## config.mk

```make
export PLATFORM = sky130hd
export DESIGN_NAME = reg_select_sequencer
export DESIGN_NICKNAME = d
export VERILOG_FILES = /design/src/rtl/rss_pkg.sv /design/src/rtl/onehot_decoder.sv /design/src/rtl/reg_select_sequencer.sv
export SDC_FILE = /design/constraint.sdc
export NUM_CORES = 1
export LEC_CHECK = 0
export CAP_MARGIN = 20
export CORE_MARGIN = 4
export CORE_UTILIZATION = 49
export CTS_BUF_LIST = sky130_fd_sc_hd__clkbuf_8
export DETAILED_ROUTE_END_ITERATION = 8
export PLACE_DENSITY = 0.92
export SLEW_MARGIN = 20
export SYNTH_ARGS = -nofsm -noshare
export SYNTH_HDL_FRONTEND = slang
export SYNTH_SLANG_ARGS = --single-unit
```

## constraint.sdc

```tcl
create_clock -name clock -period 7.14 [get_ports clock]
set_input_delay 2.142 -clock clock [delete_from_list [all_inputs] [get_ports clock]]
set_output_delay 2.142 -clock clock [all_outputs]
set_load 0.005 [all_outputs]
```

## src/rtl/rss_pkg.sv

```systemverilog
// rss_pkg: shared types and the immediate sign-extension helper for reg_select_sequencer.
`default_nettype none

package rss_pkg;

  typedef enum logic [1:0] {
    MODE_R  = 2'b00,
    MODE_I  = 2'b01,
    MODE_ST = 2'b10,
    MODE_BR = 2'b11
  } mode_e;

  typedef enum logic [1:0] {
    S_IDLE = 2'b00,
    S_SRC1 = 2'b01,
    S_SRC2 = 2'b10,
    S_DEST = 2'b11
  } state_e;

  localparam int unsigned SEXT_MAX_W = 64;

  // Callers zero-pad the immediate to SEXT_MAX_W and cast the result down to their bus width.
  function automatic logic [SEXT_MAX_W-1:0] rss_sext(input logic [SEXT_MAX_W-1:0] val,
                                                     input int unsigned imm_w);
    logic [SEXT_MAX_W-1:0] mask;
    logic [SEXT_MAX_W-1:0] sign_bit;
    mask     = {SEXT_MAX_W{1'b1}} << imm_w;
    sign_bit = {{(SEXT_MAX_W-1){1'b0}}, 1'b1} << (imm_w - 1);
    if ((val & sign_bit) != '0)
      rss_sext = val | mask;
    else
      rss_sext = val & ~mask;
  endfunction

endpackage

`default_nettype wire

```

## src/rtl/onehot_decoder.sv

```systemverilog
// onehot_decoder: register index to one-hot enable vector, all zeros when disabled.
`default_nettype none

module onehot_decoder #(
  parameter int NUM_REGS = 16,
  parameter int RA_W     = $clog2(NUM_REGS)
) (
  input  logic                i_en,
  input  logic [RA_W-1:0]     i_idx,
  output logic [NUM_REGS-1:0] o_onehot
);

  always_comb begin
    o_onehot = '0;
    if (i_en)
      o_onehot[i_idx] = 1'b1;
  end

endmodule

`default_nettype wire

```

## src/rtl/reg_select_sequencer.sv

```systemverilog
// reg_select_sequencer: steps IR register fields through SRC1/SRC2/DEST phases with registered enables.
// Optional macro RSS_ZERO_REG_EN makes R0 a hardwired zero (reads become zero_out, writes suppressed).
`default_nettype none

module reg_select_sequencer
  import rss_pkg::*;
#(
  parameter int NUM_REGS = 16,
  parameter int RA_W     = $clog2(NUM_REGS),
  parameter int IMM_W    = 19,
  parameter int DATA_W   = 32
) (
  input  logic                clock,
  input  logic                clear,
  input  logic                start,
  input  logic                hold,
  input  logic [1:0]          mode,
  input  logic [RA_W-1:0]     ra,
  input  logic [RA_W-1:0]     rb,
  input  logic [RA_W-1:0]     rc,
  input  logic [IMM_W-1:0]    imm,
  output logic                busy,
  output logic                done,
  output logic [1:0]          phase,
  output logic [NUM_REGS-1:0] rin_onehot,
  output logic [NUM_REGS-1:0] rout_onehot,
  output logic                ba_out,
  output logic                c_out,
  output logic [DATA_W-1:0]   c_sext,
  output logic                zero_out
);

  state_e              r_state;
  mode_e               r_mode;
  logic [RA_W-1:0]     r_ra, r_rb, r_rc;
  logic                r_busy, r_done, r_ba, r_c, r_zero;
  logic [NUM_REGS-1:0] r_rin, r_rout;
  logic [DATA_W-1:0]   r_sext;

  state_e              w_nxt_state;
  mode_e               w_mode;
  logic [RA_W-1:0]     w_ra, w_rb, w_rc;
  logic                w_rd_en, w_wr_en, w_ba, w_c, w_done, w_zero;
  logic [RA_W-1:0]     w_rd_idx, w_wr_idx;
  logic [NUM_REGS-1:0] w_rd_onehot, w_wr_onehot;
  logic [DATA_W-1:0]   w_sext;

  assign w_sext = DATA_W'(rss_sext({{(SEXT_MAX_W-IMM_W){1'b0}}, imm}, IMM_W));

  // Outputs are decoded from the state being entered, so they register on the same edge.
  always_comb begin
    w_nxt_state = r_state;
    w_mode      = r_mode;
    w_ra        = r_ra;
    w_rb        = r_rb;
    w_rc        = r_rc;
    case (r_state)
      S_IDLE: if (start) begin
        w_nxt_state = S_SRC1;
        w_mode      = mode_e'(mode);
        w_ra        = ra;
        w_rb        = rb;
        w_rc        = rc;
      end
      S_SRC1:  w_nxt_state = (r_mode == MODE_BR) ? S_IDLE : S_SRC2;
      S_SRC2:  w_nxt_state = S_DEST;
      default: w_nxt_state = S_IDLE;
    endcase

    w_rd_en  = 1'b0;
    w_rd_idx = w_rb;
    w_wr_en  = 1'b0;
    w_wr_idx = w_ra;
    w_ba     = 1'b0;
    w_c      = 1'b0;
    w_done   = 1'b0;
    w_zero   = 1'b0;
    case (w_nxt_state)
      S_SRC1: begin
        w_rd_en = 1'b1;
        if (w_mode == MODE_BR) begin
          w_rd_idx = w_ra;
          w_done   = 1'b1;
        end else begin
          w_rd_idx = w_rb;
          w_ba     = (w_mode != MODE_R);
        end
      end
      S_SRC2: begin
        if (w_mode == MODE_R) begin
          w_rd_en  = 1'b1;
          w_rd_idx = w_rc;
        end else begin
          w_c = 1'b1;
        end
      end
      S_DEST: begin
        w_done = 1'b1;
        if (w_mode == MODE_ST) begin
          w_rd_en  = 1'b1;
          w_rd_idx = w_ra;
        end else begin
          w_wr_en  = 1'b1;
          w_wr_idx = w_ra;
        end
      end
      default: ;
    endcase

`ifdef RSS_ZERO_REG_EN
    if (w_rd_en && (w_rd_idx == '0)) begin
      w_zero  = 1'b1;
      w_rd_en = 1'b0;
    end
    if (w_wr_en && (w_wr_idx == '0))
      w_wr_en = 1'b0;
`endif
  end

  onehot_decoder #(.NUM_REGS(NUM_REGS), .RA_W(RA_W)) u_rd_dec (
    .i_en     (w_rd_en),
    .i_idx    (w_rd_idx),
    .o_onehot (w_rd_onehot)
  );

  onehot_decoder #(.NUM_REGS(NUM_REGS), .RA_W(RA_W)) u_wr_dec (
    .i_en     (w_wr_en),
    .i_idx    (w_wr_idx),
    .o_onehot (w_wr_onehot)
  );

  always_ff @(posedge clock) begin
    if (clear) begin
      r_state <= S_IDLE;
      r_mode  <= MODE_R;
      r_ra    <= '0;
      r_rb    <= '0;
      r_rc    <= '0;
      r_busy  <= 1'b0;
      r_done  <= 1'b0;
      r_ba    <= 1'b0;
      r_c     <= 1'b0;
      r_zero  <= 1'b0;
      r_rin   <= '0;
      r_rout  <= '0;
      r_sext  <= '0;
    end else if (hold && (r_state != S_IDLE)) begin
      // Frozen phase: everything holds except done, which must pulse only once.
      r_done <= 1'b0;
    end else begin
      r_state <= w_nxt_state;
      r_mode  <= w_mode;
      r_ra    <= w_ra;
      r_rb    <= w_rb;
      r_rc    <= w_rc;
      r_busy  <= (w_nxt_state != S_IDLE);
      r_done  <= w_done;
      r_ba    <= w_ba;
      r_c     <= w_c;
      r_zero  <= w_zero;
      r_rin   <= w_wr_onehot;
      r_rout  <= w_rd_onehot;
      if ((r_state == S_IDLE) && start)
        r_sext <= w_sext;
    end
  end

  assign busy        = r_busy;
  assign done        = r_done;
  assign phase       = r_state;
  assign rin_onehot  = r_rin;
  assign rout_onehot = r_rout;
  assign ba_out      = r_ba;
  assign c_out       = r_c;
  assign c_sext      = r_sext;
  assign zero_out    = r_zero;

endmodule

`default_nettype wire

```

==> results by group, run 1 <==
Synth
  • Synthesis-stage register bit count: 71
  • EDFF count, synth: 0
  • Yosys cell types: 47
  • YS warnings: 0
  • Async set-or-reset flop fraction in the synthesized netlist: 0
  • Synth Flop Type: dfxtp_1
  • Syn Inst Count: 319
  • Post-synthesis sequential area ratio: 0.499
  • Synth area leaders: dfxtp_1, nand2_1, nor2_1, a22oi_1, mux2i_1
  • Mapped Area: approximately 2900 um^2
  • Yosys top cell area share: 0.499
  • Post-synth net total: ~360
  • Cell taking the most area after synthesis: dfxtp_1
  • Synth Area per Inst: 8.93 um^2

Drt
  • DR pass1 iterations: 5
  • 1st-iter DRT viols: 212
  • Via count: 2,533
  • Drt total wl: 7.21 mm
  • WL per Instance: 14.9 um
  • Vias per std cell: 5.22
  • # DRC: 0
  • Detail Route Antenna Nets: 0

Worst setup path
  • Slowest stage cell on the critical path: clkdlybuf4s50_1
  • CP cell instances: clkdlybuf4s50_1 > nor3b_4 > buf_4 > mux2i_1 > inv_1 > ha_1 > nand3b_1 > a21o_1 > nand2_2 > o221a_1 > nor3_1 > a32o_1
  • Crit path buf inv count: 3
  • Crit path max-delay family: buffers and inverters
  • WP data required: 7410 ps
  • Worst path arrival time: 5380 ps
  • Slowest stage delay, CP: about 540 ps
  • CP Capture Type: register
  • Setup crit start kind: primary input
  • Critical path class: in -> reg
  • CP max FO: 35

Finish
  • Commonest cells after routing, fill and taps aside: clkdlybuf4s50_1, dfxtp_1, nand2_1, nor2_1, a21oi_1
  • Ant. Diodes: 0
  • Most common cell after layout, fill and taps aside: clkdlybuf4s50_1
  • Fill cells: between 400 and 500
  • Nets: 448
  • Area Growth Syn to Fin: 41.7%
  • Share of cells above drive strength 1: 0.0630

Run
  • Max_cap viols: 0

CTS
  • PostCTS Resize Cnt: 0
  • Htree depth: 3
  • Root buf cell: clkbuf_8
  • Worst-case clock buffer depth: 2
  • Worst-Skew Late Latency: 330 ps
  • Setup bufs post-CTS: 0
  • Clock transition at path regs: 70 ps
  • # hold bufs at CTS: 0
  • Clk sinks: just over 70
  • CTS tree: done
  • Num CTS Buffers: 9

Global routing
  • Largest net degree at the start of global routing: 58
  • Tot GR Track Use: 0.200
  • GRT overflow: 0
  • First-pass GRT wire length: 11.5 mm
  • Number of global-route vias before repair: 2,474
  • Initial antenna violation count: 0

Floorplanning
  • Io pins: ~110
  • Die height: 84.3 um
  • Core area: 5570 um^2
  • Die X-Extent: 84.3 um
  • Placement Rows: 27
  • Initial Util: 0.511
  • Die Area: just over 7000 um^2

Timing
  • Fin crit period: around 5100 ps
  • Fmax: 196 MHz
  • Final Max Tran Viols: 0
  • Final Setup Violations: 0
  • Least-Margin Pin Slew: 978 ps
  • Post-route clock skew: between 7 and 8 ps
  • Final setup margin: 2030 ps
  • Worst slew margin: 0.345
  • Setup TNS Final: 0 ps
  • Worst Hold Margin: 452 ps
  • Final Hold Vio Count: 0
  • Final period util: 0.716
  • RSZ-0062 raised after global routing: false

Place
  • Routability cong.: 0.779
  • DP Wirelength: 5.17 mm
  • Place WS: 1750 ps
  • IO Port Bufs: between 100 and 150

Power and ir drop
  • Power Dens Cells: 225 nW/um^2
  • Tot Pwr: between 0.9 and 1 mW
  • Worst vdd ir: roughly 0.00015 V
  • LEAKAGE: 1.51 nW

Run status
  • Status: completed

Hold path
  • Min-Delay Path Class: reg -> reg
==> cell usage after synthesis, types with 2 or more instances <==
cell      number
a21oi_1       22
a22o_1         6
a22oi_1       17
a311oi_1       2
buf_2          2
buf_4         14
buf_6          2
clkbuf_1      11
dfxtp_1       71
ha_1           3
inv_1          3
mux2i_1       12
nand2_1       57
nand2b_1       2
nand3_1        2
nand3b_1       2
nor2_1        43
nor2b_1        4
nor3_1         4
o21ai_0        7
o21ai_1        4
o221ai_1       2
o31ai_1        2
or3_1          2
==> metal layers <==
metal | global-route usage | up-vias | wire length [um]
li1 | - | 1256 | -
met1 | 0.245 | 1151 | 3050
met2 | 0.321 | 114 | 3400
met3 | 0.0697 | 12 | 617
met4 | 0.0804 | 0 | 143
met5 | 0 | - | 0
==> path summary, 6_finish.rpt <==
kind	from	end	slack, ps	cells after the start
worst max-delay path	start	rout_onehot[8]	2030	12
worst min-delay path	rout_onehot[5]	rout_onehot[5]	450	2
worst max register to register	phase[0]	rout_onehot[8]	3900	11
worst min register to register	rout_onehot[5]	rout_onehot[5]	450	2
==> power breakdown <==
part / leakage, nW / switching (mW) / internal (mW) / total [mW]
combinational: 0.814 / 0.0784 / 0.0785 / 0.157
sequential: 0.578 / 0.0124 / 0.414 / 0.427
clock: 0.117 / 0.135 / 0.192 / 0.327
==> registers in the layout (all words and copies together) (netlist names) <==
name         count
c_sext          19
rin_onehot      16
rout_onehot     16
r_ra             4
r_rb             4
r_rc             4
phase            2
r_mode           2
ba_out           1
busy             1
c_out            1
done             1
==> worst min-delay path, stage by stage (launching register included) <==
cell,delay (ps)
dfxtp_1,310
nand2_1,50
o21ai_1,50
==> layout make-up <==
class | instances | area [um^2] | area share
Sequential cell | 71 | 1420 | 0.352
Multi-Input combinational cell | 215 | 1240 | 0.307
Timing Repair Buffer | 108 | 1070 | 0.265
Clock buffer | 9 | 124 | 0.0307
Tap cell | 72 | 90.1 | 0.0223
Clock inverter | 7 | 81.3 | 0.0201
Inverter | 3 | 11.3 | 0.00279
==> stage by stage <==
step	cells	util	instance area, um^2
after floorplan	319	-	2850
after global placement	469	0.688	3830
after detailed placement	469	0.688	3830
after CTS	485	0.725	4040
after global routing	485	0.725	4040
final	485	0.725	4040
==> kinds of logic after synthesis <==
kind of cell             count (synthesis)  synth area share
flip-flops                              71             0.499
adder cells (fa/ha/maj)                  3            0.0132
other                                    1           0.00132
multiplexers                            15            0.0593
buffers and inverters                   33            0.0680
AND/OR/NAND/NOR                        124             0.187
AO/OA/AOI/OAI                           72             0.173
Power figures use the tool's default switching activity.
==> inputs of run 2 (changes only) <==
--- a/config.mk
+++ b/config.mk
@@ -7,10 +7,10 @@
 export LEC_CHECK = 0
 export CAP_MARGIN = 20
 export CORE_MARGIN = 4
-export CORE_UTILIZATION = 49
+export CORE_UTILIZATION = 45
 export CTS_BUF_LIST = sky130_fd_sc_hd__clkbuf_8
 export DETAILED_ROUTE_END_ITERATION = 8
-export PLACE_DENSITY = 0.92
+export PLACE_DENSITY = 0.86
 export SLEW_MARGIN = 20
 export SYNTH_ARGS = -nofsm -noshare
 export SYNTH_HDL_FRONTEND = slang
==> constraint.sdc (replaced) <==
create_clock -name clock -period 4.8 [get_ports clock]
set_input_delay 1.44 -clock clock [delete_from_list [all_inputs] [get_ports clock]]
set_output_delay 1.44 -clock clock [all_outputs]
set_load 0.005 [all_outputs]
==> results by group, run 2 (synthesis results as in run 1) <==
Timing
  • Fin crit period: 3950 ps
  • RSZ-0062 raised after global routing: false
  • Final period util: 0.822
  • Worst slew margin: 0.368 (+0.0227)
  • Least-Margin Pin Slew: 945 ps (-33.9 ps)
  • Post-route clock skew: 9.98 ps (+2.86 ps)
  • Final Setup Violations: 0 (unchanged)
  • Final Max Tran Viols: 0 (unchanged)
  • Final Hold Vio Count: 0 (unchanged)
  • Fmax: around 250 MHz
  • Setup TNS Final: 0 ps (unchanged)

Run status
  • Status: completed

CTS
  • Clock transition at path regs: 80 ps (about the same)
  • CTS tree: done
  • # hold bufs at CTS: 0 (unchanged)
  • Num CTS Buffers: 9 (unchanged)
  • Root buf cell: clkbuf_8
  • Htree depth: 3 (unchanged)
  • Worst-Skew Late Latency: 340 ps (about the same)
  • PostCTS Resize Cnt: 0 (unchanged)
  • Clk sinks: 71 (unchanged)
  • Setup bufs post-CTS: 0 (unchanged)
  • Worst-case clock buffer depth: 2 (unchanged)

Worst setup path
  • Worst R2R Path Depth: 10 (-1)
  • Setup crit start: start
  • CP max FO: 5 (-86%)
  • Worst path arrival time: 4230 ps (-1150 ps)
  • Crit Reg-Reg Startpoint: phase[0]
  • Critical path class: in -> reg
  • Reg2reg setup slack: 2040 ps (-1860 ps)
  • WP data required: 5080 ps (-2330 ps)
  • CP Capture Type: register
  • Setup crit start kind: primary input
  • Reg2reg end: rout_onehot[8]

Global routing
  • Number of global-route vias before repair: 2,422 (-2.1%)
  • Tot GR Track Use: 0.193 (-0.00670)
  • GRT overflow: 0 (unchanged)
  • Largest net degree at the start of global routing: 38 (-34%)
  • First-pass GRT wire length: 11.5 mm (unchanged)
  • Initial antenna violation count: 0 (unchanged)

Hold path
  • Hold endpoint: rout_onehot[1]
  • Min-Delay Path Depth: 2 (unchanged)
  • Hold path startpoint: rout_onehot[1]
  • Min-Delay Path Class: reg -> reg

Run
  • Max_cap viols: 0 (unchanged)

Finish
  • Max reg flops: 19 (unchanged)
  • Area Growth Syn to Fin: 42.1%
  • Ant. Diodes: 0 (unchanged)
  • Fill cells: 502 (+18%)
  • Commonest cells after routing, fill and taps aside: clkdlybuf4s50_1, dfxtp_1, nand2_1, nor2_1, a21oi_1
  • Core Util, Final: 0.672 (-0.0527)
  • Most common cell after layout, fill and taps aside: clkdlybuf4s50_1
  • Share of cells above drive strength 1: 0.0725 (+0.00951)
  • Nets: 450 (+0.45%)

Drt
  • DR pass1 iterations: 4 (-1)
  • # DRC: 0 (unchanged)
  • Via count: 2,516 (-0.67%)
  • Drt total wl: 7.22 mm (about the same)
  • Detail Route Antenna Nets: 0 (unchanged)
  • 1st-iter DRT viols: 130 (-39%)
  • Vias per std cell: 5.15 (-1.5%)
  • WL per Instance: 14.8 um (-0.72%)

Place
  • Routability cong.: 0.840 (+7.8%)
  • IO Port Bufs: 106 (unchanged)
  • DP Wirelength: 5.33 mm (+3.2%)

Floorplanning
  • Core area: 6030 um^2 (+8.1%)
  • Die X-Extent: 87.6 um (+3.9%)
  • Initial Util: 0.473 (-0.0383)
  • Die height: 87.6 um (+3.9%)
  • Io pins: 108 (unchanged)
  • Placement Rows: 28 (+3.7%)
  • Die Area: 7670 um^2 (+8.0%)

Power and ir drop
  • Worst vdd ir: 0.000218 V (+47%)
  • Power Dens Cells: 329 nW/um^2 (+46%)
  • LEAKAGE: 1.50 nW (-0.83%)
==> run 2: layer usage <==
layer / wire length [um] / track usage / up-vias
li1: - / - / 1269
met1: 3110 / 0.241 / 1141
met2: 3460 / 0.311 / 100
met3: 578 / 0.0536 / 6
met4: 68 / 0.0893 / 0
met5: 0 / 0 / -
==> run 2: where the power goes <==
part	leakage (nW)	switching (mW)	internal (mW)	total [mW]
registers	0.578	0.0180	0.616	0.634
clock network	0.0944	0.215	0.251	0.466
logic	0.824	0.116	0.118	0.234
==> run 2: critical path, stage by stage <==
cell and delay [ps]:
clkdlybuf4s50_1 560, nor3b_4 290, mux2i_1 390, inv_1 80
ha_1 210, nand3b_1 130, a21o_1 180, nand2_2 110
o221a_1 290, nor3_1 330, a32o_1 210
==> run 2: worst max-delay path by stage <==
stage                      endpoint  slack [ps]  depth (start not counted)
global placement     rout_onehot[8]         640                         11
global route         rout_onehot[0]         570                          9
CTS                  rout_onehot[8]         850                         11
floorplan           rout_onehot[12]        1150                         12
finish               rout_onehot[8]         850                         11
detailed placement   rout_onehot[8]         510                         11
==> run 2: cell type report <==
type	count	area, um^2	share of cell area
clock inverter	5	58.8	0.0145
inverter	3	11.3	0.00278
tap	75	93.8	0.0232
clock buffer	10	138	0.0340
sequential	71	1420	0.351
multi-input combinational	215	1240	0.306
timing repair buffer	110	1090	0.268
==> run 2: through the flow <==
step	setup WS, ps	hold slack [ps]	instance area [um^2]	std cells	power [mW]
2_1_floorplan	1150	442	2850	319	0.781
3_3_place_gp	639	434	3850	474	0.876
3_5_place_dp	512	444	3850	474	0.882
4_1_cts	855	457	4050	489	1.35
5_1_grt	568	470	4050	489	1.39
6_report	855	455	4050	489	1.33
